==> src/rtl/ws2812_strip_driver.sv <==
// WS2812 chain driver: host-writable LENGTH-pixel frame store serialised MSB-first onto DO,
// followed by a latch low period; supports start/busy/done handshake and auto-refresh.
module ws2812_strip_driver #(
  parameter int LENGTH = 2,
  parameter int T0H    = 20,
  parameter int T1H    = 40,
  parameter int TBIT   = 62,
  parameter int TRESET = 2600,
  parameter int ADDR_W = (LENGTH > 1) ? $clog2(LENGTH) : 1
) (
  input  logic              clk,
  input  logic              rst_n,
  input  logic              wr_en,
  input  logic [ADDR_W-1:0] wr_addr,
  input  logic [23:0]       wr_data,
  input  logic              start,
  input  logic              auto_refresh,
  output logic              DO,
  output logic              busy,
  output logic              frame_done
);

  localparam int CNT_MAX = (TBIT > TRESET) ? TBIT : TRESET;
  localparam int CNT_W   = $clog2(CNT_MAX);
  localparam int DEPTH   = 1 << ADDR_W;

  localparam logic [CNT_W-1:0]  C_BIT_LAST = CNT_W'(TBIT - 1);
  localparam logic [CNT_W-1:0]  C_RST_LAST = CNT_W'(TRESET - 1);
  localparam logic [CNT_W-1:0]  C_T0H      = CNT_W'(T0H);
  localparam logic [CNT_W-1:0]  C_T1H      = CNT_W'(T1H);
  localparam logic [ADDR_W-1:0] C_PIX_LAST = ADDR_W'(LENGTH - 1);
  localparam logic [ADDR_W:0]   C_LEN      = (ADDR_W + 1)'(LENGTH);

  typedef enum logic [1:0] {S_IDLE, S_SEND, S_LATCH} state_t;

  state_t            r_state;
  state_t            w_state_next;

  logic [23:0]       r_mem [DEPTH];
  logic [23:0]       r_shift;
  logic [23:0]       r_next_pix;
  logic [CNT_W-1:0]  r_cnt;
  logic [4:0]        r_bit;
  logic [ADDR_W-1:0] r_pix;
  logic              r_do;
  logic              r_busy;
  logic              r_done;

  logic              w_wr_ok;
  logic              w_bit_end;
  logic              w_last_pix;
  logic              w_last_bit;
  logic              w_latch_end;
  logic              w_frame_go;
  logic              w_prefetch;
  logic              w_cur_bit;
  logic [ADDR_W-1:0] w_pix_inc;
  logic              w_do_next;
  logic              w_busy_next;
  logic              w_done_next;

  assign w_wr_ok     = {1'b0, wr_addr} < C_LEN;
  assign w_bit_end   = (r_cnt == C_BIT_LAST);
  assign w_last_pix  = (r_pix == C_PIX_LAST);
  assign w_last_bit  = w_bit_end && (r_bit == 5'd0) && w_last_pix;
  assign w_latch_end = (r_cnt == C_RST_LAST);
  assign w_frame_go  = ((r_state == S_IDLE) && start) ||
                       ((r_state == S_LATCH) && w_latch_end && auto_refresh);
  // Next pixel is fetched on the edge that opens the bit-0 period of the current one
  assign w_prefetch  = (r_state == S_SEND) && w_bit_end && (r_bit == 5'd1) && !w_last_pix;
  assign w_cur_bit   = r_shift[r_bit];
  assign w_pix_inc   = r_pix + 1'b1;

  always_ff @(posedge clk or negedge rst_n) begin
    if (!rst_n) begin
      r_state <= S_IDLE;
    end else begin
      r_state <= w_state_next;
    end
  end

  always_comb begin
    w_state_next = r_state;
    case (r_state)
      S_IDLE:  if (start) w_state_next = S_SEND;
      S_SEND:  if (w_last_bit) w_state_next = S_LATCH;
      S_LATCH: if (w_latch_end) w_state_next = auto_refresh ? S_SEND : S_IDLE;
      default: w_state_next = S_IDLE;
    endcase
  end

  always_comb begin
    w_do_next   = 1'b0;
    w_busy_next = (r_state != S_IDLE);
    w_done_next = (r_state == S_LATCH) && w_latch_end;
    if (r_state == S_SEND) begin
      w_do_next = (r_cnt < (w_cur_bit ? C_T1H : C_T0H));
    end
  end

  // Outputs lag the state by one cycle so DO is purely registered
  always_ff @(posedge clk or negedge rst_n) begin
    if (!rst_n) begin
      r_do   <= 1'b0;
      r_busy <= 1'b0;
      r_done <= 1'b0;
    end else begin
      r_do   <= w_do_next;
      r_busy <= w_busy_next;
      r_done <= w_done_next;
    end
  end

  always_ff @(posedge clk or negedge rst_n) begin
    if (!rst_n) begin
      r_cnt      <= '0;
      r_bit      <= 5'd23;
      r_pix      <= '0;
      r_shift    <= '0;
      r_next_pix <= '0;
    end else begin
      if (w_frame_go) begin
        r_cnt   <= '0;
        r_bit   <= 5'd23;
        r_pix   <= '0;
        r_shift <= r_mem[0];
      end else begin
        case (r_state)
          S_SEND: begin
            if (w_bit_end) begin
              r_cnt <= '0;
              if (r_bit == 5'd0) begin
                r_bit <= 5'd23;
                if (!w_last_pix) begin
                  r_pix   <= w_pix_inc;
                  r_shift <= r_next_pix;
                end
              end else begin
                r_bit <= r_bit - 1'b1;
              end
            end else begin
              r_cnt <= r_cnt + 1'b1;
            end
          end
          S_LATCH: r_cnt <= w_latch_end ? '0 : r_cnt + 1'b1;
          default: r_cnt <= '0;
        endcase
      end
      if (w_prefetch) begin
        r_next_pix <= r_mem[w_pix_inc];
      end
    end
  end

  always_ff @(posedge clk or negedge rst_n) begin
    if (!rst_n) begin
      for (int i = 0; i < DEPTH; i++) begin
        r_mem[i] <= '0;
      end
    end else if (wr_en && w_wr_ok) begin
      r_mem[wr_addr] <= wr_data;
    end
  end

  assign DO         = r_do;
  assign busy       = r_busy;
  assign frame_done = r_done;

endmodule

==> config.mk <==
export PLATFORM = sky130hd
export DESIGN_NAME = ws2812_strip_driver
export DESIGN_NICKNAME = d
export VERILOG_FILES = /design/src/rtl/ws2812_strip_driver.sv
export SDC_FILE = /design/constraint.sdc
export NUM_CORES = 1
export LEC_CHECK = 0
export ABC_CLOCK_PERIOD_IN_PS = 8300
export CORE_UTILIZATION = 45
export CTS_BUF_LIST = sky130_fd_sc_hd__clkbuf_16
export DETAILED_ROUTE_END_ITERATION = 6
export GPL_ROUTABILITY_DRIVEN = 0
export GPL_TIMING_DRIVEN = 0
export PLACE_DENSITY = 0.72
export SLEW_MARGIN = 10
export SYNTH_ARGS = -nofsm -noshare
export SYNTH_HDL_FRONTEND = slang
export SYNTH_SLANG_ARGS = --single-unit
==> constraint.sdc <==
create_clock -name clk -period 8.3 [get_ports clk]
set_clock_uncertainty 0.1 [all_clocks]
set_input_delay 0.83 -clock clk [delete_from_list [all_inputs] [get_ports clk]]
set_output_delay 0.83 -clock clk [all_outputs]
set_load 0.005 [all_outputs]
==> metrics.csv, run 1 <==
metric,value,unit
synth_area,5520,um2
synth_top_area_share,52.13,%
vias,3950,
dpl.hpwl,7.993,mm
highest_layer,met4,
hold_class,input port to async pin,
path_clk_slew,50,ps
yosys_warnings,0,
setup_viol,0,
ys_ff_latch,119,
hold_viol_final,0,
synth.most_common_cell,dfrtp_1,
cts_tree,done,
clk_latency,410,ps
async_flop_share,100.0,%
htreeDepth,4,
wirelength_met1,5.285,mm
synth_compound_area_share,9.361,%
grt_max_degree,84,
yosys-top-cells-count,"115 x dfrtp_1, 71 x mux2_2, 45 x nor2_1",
slowest_stage,dfstp_2,
fin_util,55.18,%
cp_num_buf_inv,2,
critical-path-max-stage-delay,510,ps
top_level_ports,33,
synth-simple-area-share,11.88,%
crit_arrival,3590,ps
required,8500,ps
path_max_fanout,10,
synth_area_leader_cell,dfrtp_1,
drive_gt1_share,21.85,%
path_class,register to register,
start_util,46.15,%
die_w,112.8,um
wl_met3,482,um
cts_hold_buf,0,
vdd_drop_max,0.0001523,V
cts-root-buf,clkbuf_16,
synth_flop_cell,dfrtp_1,
vias_per_cell,5.826,
overflow,0,
cts_buffers,17,
tns,0,ps
crit_path_start_kind,register,
ys_types,50,
dr.pass1.iters,5,
ctsResizeCount,0,
cpLargestDelayFamily,buffers and inverters,
cts_setup_buffers,0,
max_freq,295.4,MHz
dieArea,12710,um2
slew_viol_final,0,
fill_cells,1000,
syn_to_final_growth,19.56,%
place_area,6053,um2
coreArea,11960,um2
clock_path_buffers,2,
grt_pass1_wl,19.68,mm
post-route-min-period,3386,ps
drt_iter0_markers,184,
ys_seq_area_share,54.03,%
route.detailed.drc,0,
grt_pass1_vias,4019,
numPortBuffers,32,
relSlewSlack,36.42,%
postSynthAreaPerCell,11.85,um2
end_kind,register,
rr_startpoint,r_bit[2],
synth-edff-count,0,
synth_top_family_by_area,multiplexers,
yosys.area_share.adder,2.493,%
crit_chain,"clkbuf_1, clkbuf_1, mux2i_1, a22oi_1, and3_1, nor3_1, ha_1, nand2_1, and4_1, o311ai_0, o31ai_1",
rows,40,
tightest_slew,951.2,ps
clock_sinks,119,
netlist_top_cells_area,"dfrtp_1 52%, mux2_2 14%, o31ai_1 3.5%",
maxCapViolations,0,
synthMuxAreaShare,17.20,%
power_density,274.0,nW/um2
nNetsFinal,559,
run_status,"finished, final reports clean",
detail-route-antenna-nets,0,
rrSetupSlack,4910,ps
grt_setup_unrepaired,no,
die_height,112.8,um
r2r_end,DO,
routed_wl,11.91,mm
antenna_cells,0,
leakagePower,2.821,nW
ff2ff_path_depth,11,
post-route-period-util,40.79,%
grt_antenna_before_repair,0,
synthCells,466,
synth_xor_xnor_area_share,1.587,%
fin_area,6600,um2
cpMostUsedCell,clkbuf_1,
syn_nets,507,
grt_usage,20.19,%
wl_met2,5.951,mm
wl_per_cell,17.56,um
-- cell type report --
cell class	instances	area, um2	area share [%]
clock buffer	17	425.4	6.445
timing repair buffer	33	349.1	5.289
inverter	9	33.78	0.5118
multi-input combinational	300	2347	35.56
sequential	119	2983	45.19
buffer	38	156.4	2.370
clock inverter	15	121.4	1.839
tap	147	183.9	2.787
-- routing by layer --
metal / track usage (%) / vias to the layer above
li1: - / 1835
met1: 25.13 / 2013
met2: 33.54 / 82
met3: 4.981 / 20
met4: 8.889 / 0
met5: 0 / -
-- worst max path at each step --
stage / to / cells after the start / startpoint
floorplan: DO / 11 / r_bit[2]
global placement: r_mem[10] / 1 / rst_n
detailed placement: DO / 11 / r_bit[2]
CTS: DO / 11 / r_bit[2]
global route: DO / 11 / r_bit[2]
finish: DO / 11 / r_bit[2]
-- placed cells by master (no fill, tap or decap), drive strengths merged, types with 10 or more instances in the layout --
master,netlist,layout
dfrtp,115,115
mux2,74,74
clkbuf,31,48
nor2,45,45
clkdlybuf4s50,0,31
nand4,29,29
o31ai,26,26
a31oi,25,25
inv,9,12
ha,11,11
clkinv,0,10
-- worst register-to-register path: cells and delay by family, from the launching register on --
kind | cells | cell delay, ps
flip-flops | 1 | 510
buffers and inverters | 2 | 840
multiplexers | 1 | 260
AND/OR/NAND/NOR | 4 | 740
AO/OA/AOI/OAI | 3 | 510
adder cells (fa/ha/maj) | 1 | 310
-- state kept, by name, indices dropped and copies added, names as in the netlist --
name,count
frame_done,1
r_cnt,12
r_next_pix,24
r_shift,24
r_bit,5
r_mem,48
r_pix,1
DO,1
r_state,2
busy,1
-- where the power goes --
| group | switching [mW] | leakage (nW) | internal, mW |
|---|---|---|---|
| clock | 0.249 | 0.286 | 0.430 |
| combinational | 0.216 | 1.07 | 0.168 |
| sequential | 0.0595 | 1.46 | 0.685 |
-- through the flow --
step	setup WS [ps]	total power [mW]	hold slack, ps	std cells
4_1_cts	4941	1.814	218.2	678
5_1_grt	4724	1.892	230.0	678
3_5_place_dp	4982	1.133	377.1	646
3_3_place_gp	1932	1.116	365.9	645
6_report	4914	1.808	213.9	678
2_1_floorplan	5460	1.002	352.9	466
-- cells by family (layout without fill, tap and decap cells) --
logic type               after synthesis  after routing
AO/OA/AOI/OAI                         73             73
XOR/XNOR                              10             10
adder cells (fa/ha/maj)               11             11
buffers and inverters                 47            112
flip-flops                           119            119
multiplexers                          84             84
AND/OR/NAND/NOR                      122            122
(Power assumes the default switching activity.)
==> run 2: changes to the inputs <==
--- a/config.mk
+++ b/config.mk
@@ -5,7 +5,7 @@
 export SDC_FILE = /design/constraint.sdc
 export NUM_CORES = 1
 export LEC_CHECK = 0
-export ABC_CLOCK_PERIOD_IN_PS = 8300
+export ABC_CLOCK_PERIOD_IN_PS = 3400
 export CORE_UTILIZATION = 45
 export CTS_BUF_LIST = sky130_fd_sc_hd__clkbuf_16
 export DETAILED_ROUTE_END_ITERATION = 6
==> constraint.sdc (replaced) <==
create_clock -name clk -period 3.4 [get_ports clk]
set_clock_uncertainty 0.1 [all_clocks]
set_input_delay 0.34 -clock clk [delete_from_list [all_inputs] [get_ports clk]]
set_output_delay 0.34 -clock clk [all_outputs]
set_load 0.005 [all_outputs]
==> run 2 against run 1 <==
Die area stayed put. Routed wire length is 0.34% lower. Final cell count is 0.15% higher. Largest power group unchanged.
==> metrics.csv, run 2 (synthesis gave the netlist of run 1 again) <==
metric,value,unit,change
grt_max_degree,84,,unchanged
dr.pass1.iters,4,,was 5
hold_viol_final,0,,unchanged
cts_buffers,17,,unchanged
power_density,667.6,nW/um2,was 274.0 nW/um2
dpl.hpwl,7.993,mm,unchanged
finalPower,4.415,mW,was 1.808 mW
final_common_cell,dfrtp_1,,unchanged
slew_viol_final,0,,unchanged
rr_startpoint,r_bit[2],,unchanged
path_clk_slew,50,ps,about the same
vias,3957,,was 3950
die_w,112.8,um,unchanged
start_util,46.15,%,unchanged
holdWs,300.0,ps,was 213.9 ps
grt-busiest-layer,met2,,unchanged
top_level_ports,33,,unchanged
coreArea,11960,um2,unchanged
layout_common_cells,"115 x dfrtp_1, 71 x mux2_2, 45 x nor2_1, 31 x clkdlybuf4s50_1, 30 x clkbuf_1",,"was 115 x dfrtp_1, 71 x mux2_2, 45 x nor2_1, 31 x clkbuf_1, 31 x clkdlybuf4s50_1"
hold_class,input port to async pin,,unchanged
nNetsFinal,560,,was 559
max_freq,311.5,MHz,was 295.4 MHz
clock_sinks,119,,unchanged
ff2ff_path_depth,11,,unchanged
antenna_cells,0,,unchanged
post-route-period-util,94.41,%,was 40.79%
r2r_end,DO,,unchanged
wl_per_cell,17.48,um,was 17.56 um
grt_pass1_vias,4027,,was 4019
cts_tree,done,,unchanged
vias_per_cell,5.828,,was 5.826
path_class,register to register,,unchanged
rows,40,,unchanged
crit_arrival,3410,ps,was 3590 ps
path_max_fanout,10,,unchanged
clk_latency,410,ps,about the same
dieArea,12710,um2,unchanged
htreeDepth,4,,unchanged
routed_wl,11.87,mm,was 11.91 mm
numPortBuffers,32,,unchanged
tns,0,ps,unchanged
clock_path_buffers,2,,unchanged
place_area,6053,um2,unchanged
die_height,112.8,um,unchanged
grt_setup_unrepaired,no,,unchanged
vdd_drop_max,0.0003702,V,was 0.0001523 V
cts-root-buf,clkbuf_16,,unchanged
fin_area,6613,um2,was 6600 um2
gr-usage-met3,4.981,%,unchanged
overflow,0,,unchanged
drive_gt1_share,21.99,%,was 21.85%
setup_viol,0,,unchanged
grtUsageMet2,33.62,%,was 33.54%
crit_path_start_kind,register,,unchanged
route.detailed.drc,0,,unchanged
largest_reg_flops,48,,unchanged
grt_pass1_wl,19.71,mm,was 19.68 mm
leakagePower,2.828,nW,was 2.821 nW
maxCapViolations,0,,unchanged
max_flop_register,r_mem,,unchanged
relSlewSlack,36.65,%,was 36.42%
end_kind,register,,unchanged
required,3600,ps,was 8500 ps
grt_use_met1,25.13,%,unchanged
run_status,"finished, final reports clean",,unchanged
grt_usage,20.21,%,was 20.19%
drt_iter0_markers,187,,was 184
fin_util,55.28,%,was 55.18%
tightest_slew,947.8,ps,was 951.2 ps
syn_to_final_growth,19.79,%,was 19.56%
rrSetupSlack,190,ps,was 4910 ps
detail-route-antenna-nets,0,,unchanged
grt_antenna_before_repair,0,,unchanged
reg_top3,"r_mem (48), r_next_pix (24), r_shift (24)",,unchanged
post-route-min-period,3210,ps,was 3386 ps
[run 2: per-stage QoR]
| step | setup WS (ps) | instances |
|---|---|---|
| 6_report | 190.1 | 679 |
| 5_1_grt | 20.40 | 679 |
| 4_1_cts | 41.15 | 679 |
| 3_5_place_dp | 82.43 | 646 |
| 3_3_place_gp | -2478 | 645 |
| 2_1_floorplan | 560.4 | 466 |
[run 2: critical path: stages (launching register included)]
cell and delay, ps:
dfstp_2 510, clkbuf_1 350, clkbuf_2 350, mux2i_1 230
a22oi_1 110, and3_1 220, nor3_1 250, ha_1 310
nand2_1 60, and4_1 210, o311ai_0 140, o31ai_1 260
[run 2: what timing repair did]
item	in CTS	in global routing
hold buffers	1	0
endpoints found under the hold margin	36	0
gates resized for setup	0	3
setup endpoints to repair	0	1
buffers inserted	0	0
[run 2: layer usage]
metal,part of all wire (%),up-vias
met5,0,-
met4,1.4,0
li1,-,1838
met1,44,2027
met2,51,73
met3,4.0,19
[run 2: worst max path at each step]
stage	from	end	slack (ps)	depth (start not counted)
5_1_grt	r_bit[2]	DO	20	11
2_1_floorplan	r_bit[2]	DO	560	11
3_3_place_gp	rst_n	r_mem[10]	-2480	1
3_5_place_dp	r_bit[2]	DO	80	11
6_report	r_bit[2]	DO	190	11
4_1_cts	r_bit[2]	DO	40	11
[run 2: cell type report]
class                           instances  area (um2)
Fill cell                             997        5349
Timing Repair Buffer                   34       359.1
Clock buffer                           17       425.4
Clock inverter                         15       121.4
Buffer                                 38       157.7
Tap cell                              147       183.9
Inverter                                9       33.78
Multi-Input combinational cell        300        2349
Sequential cell                       119        2983
[run 2: power by group]
group	total, mW	leakage [nW]	switching (mW)	internal [mW]
registers	1.82	1.46	0.146	1.67
logic	0.936	1.08	0.525	0.410
clock network	1.66	0.286	0.609	1.05
total	4.41	2.83	1.28	3.13
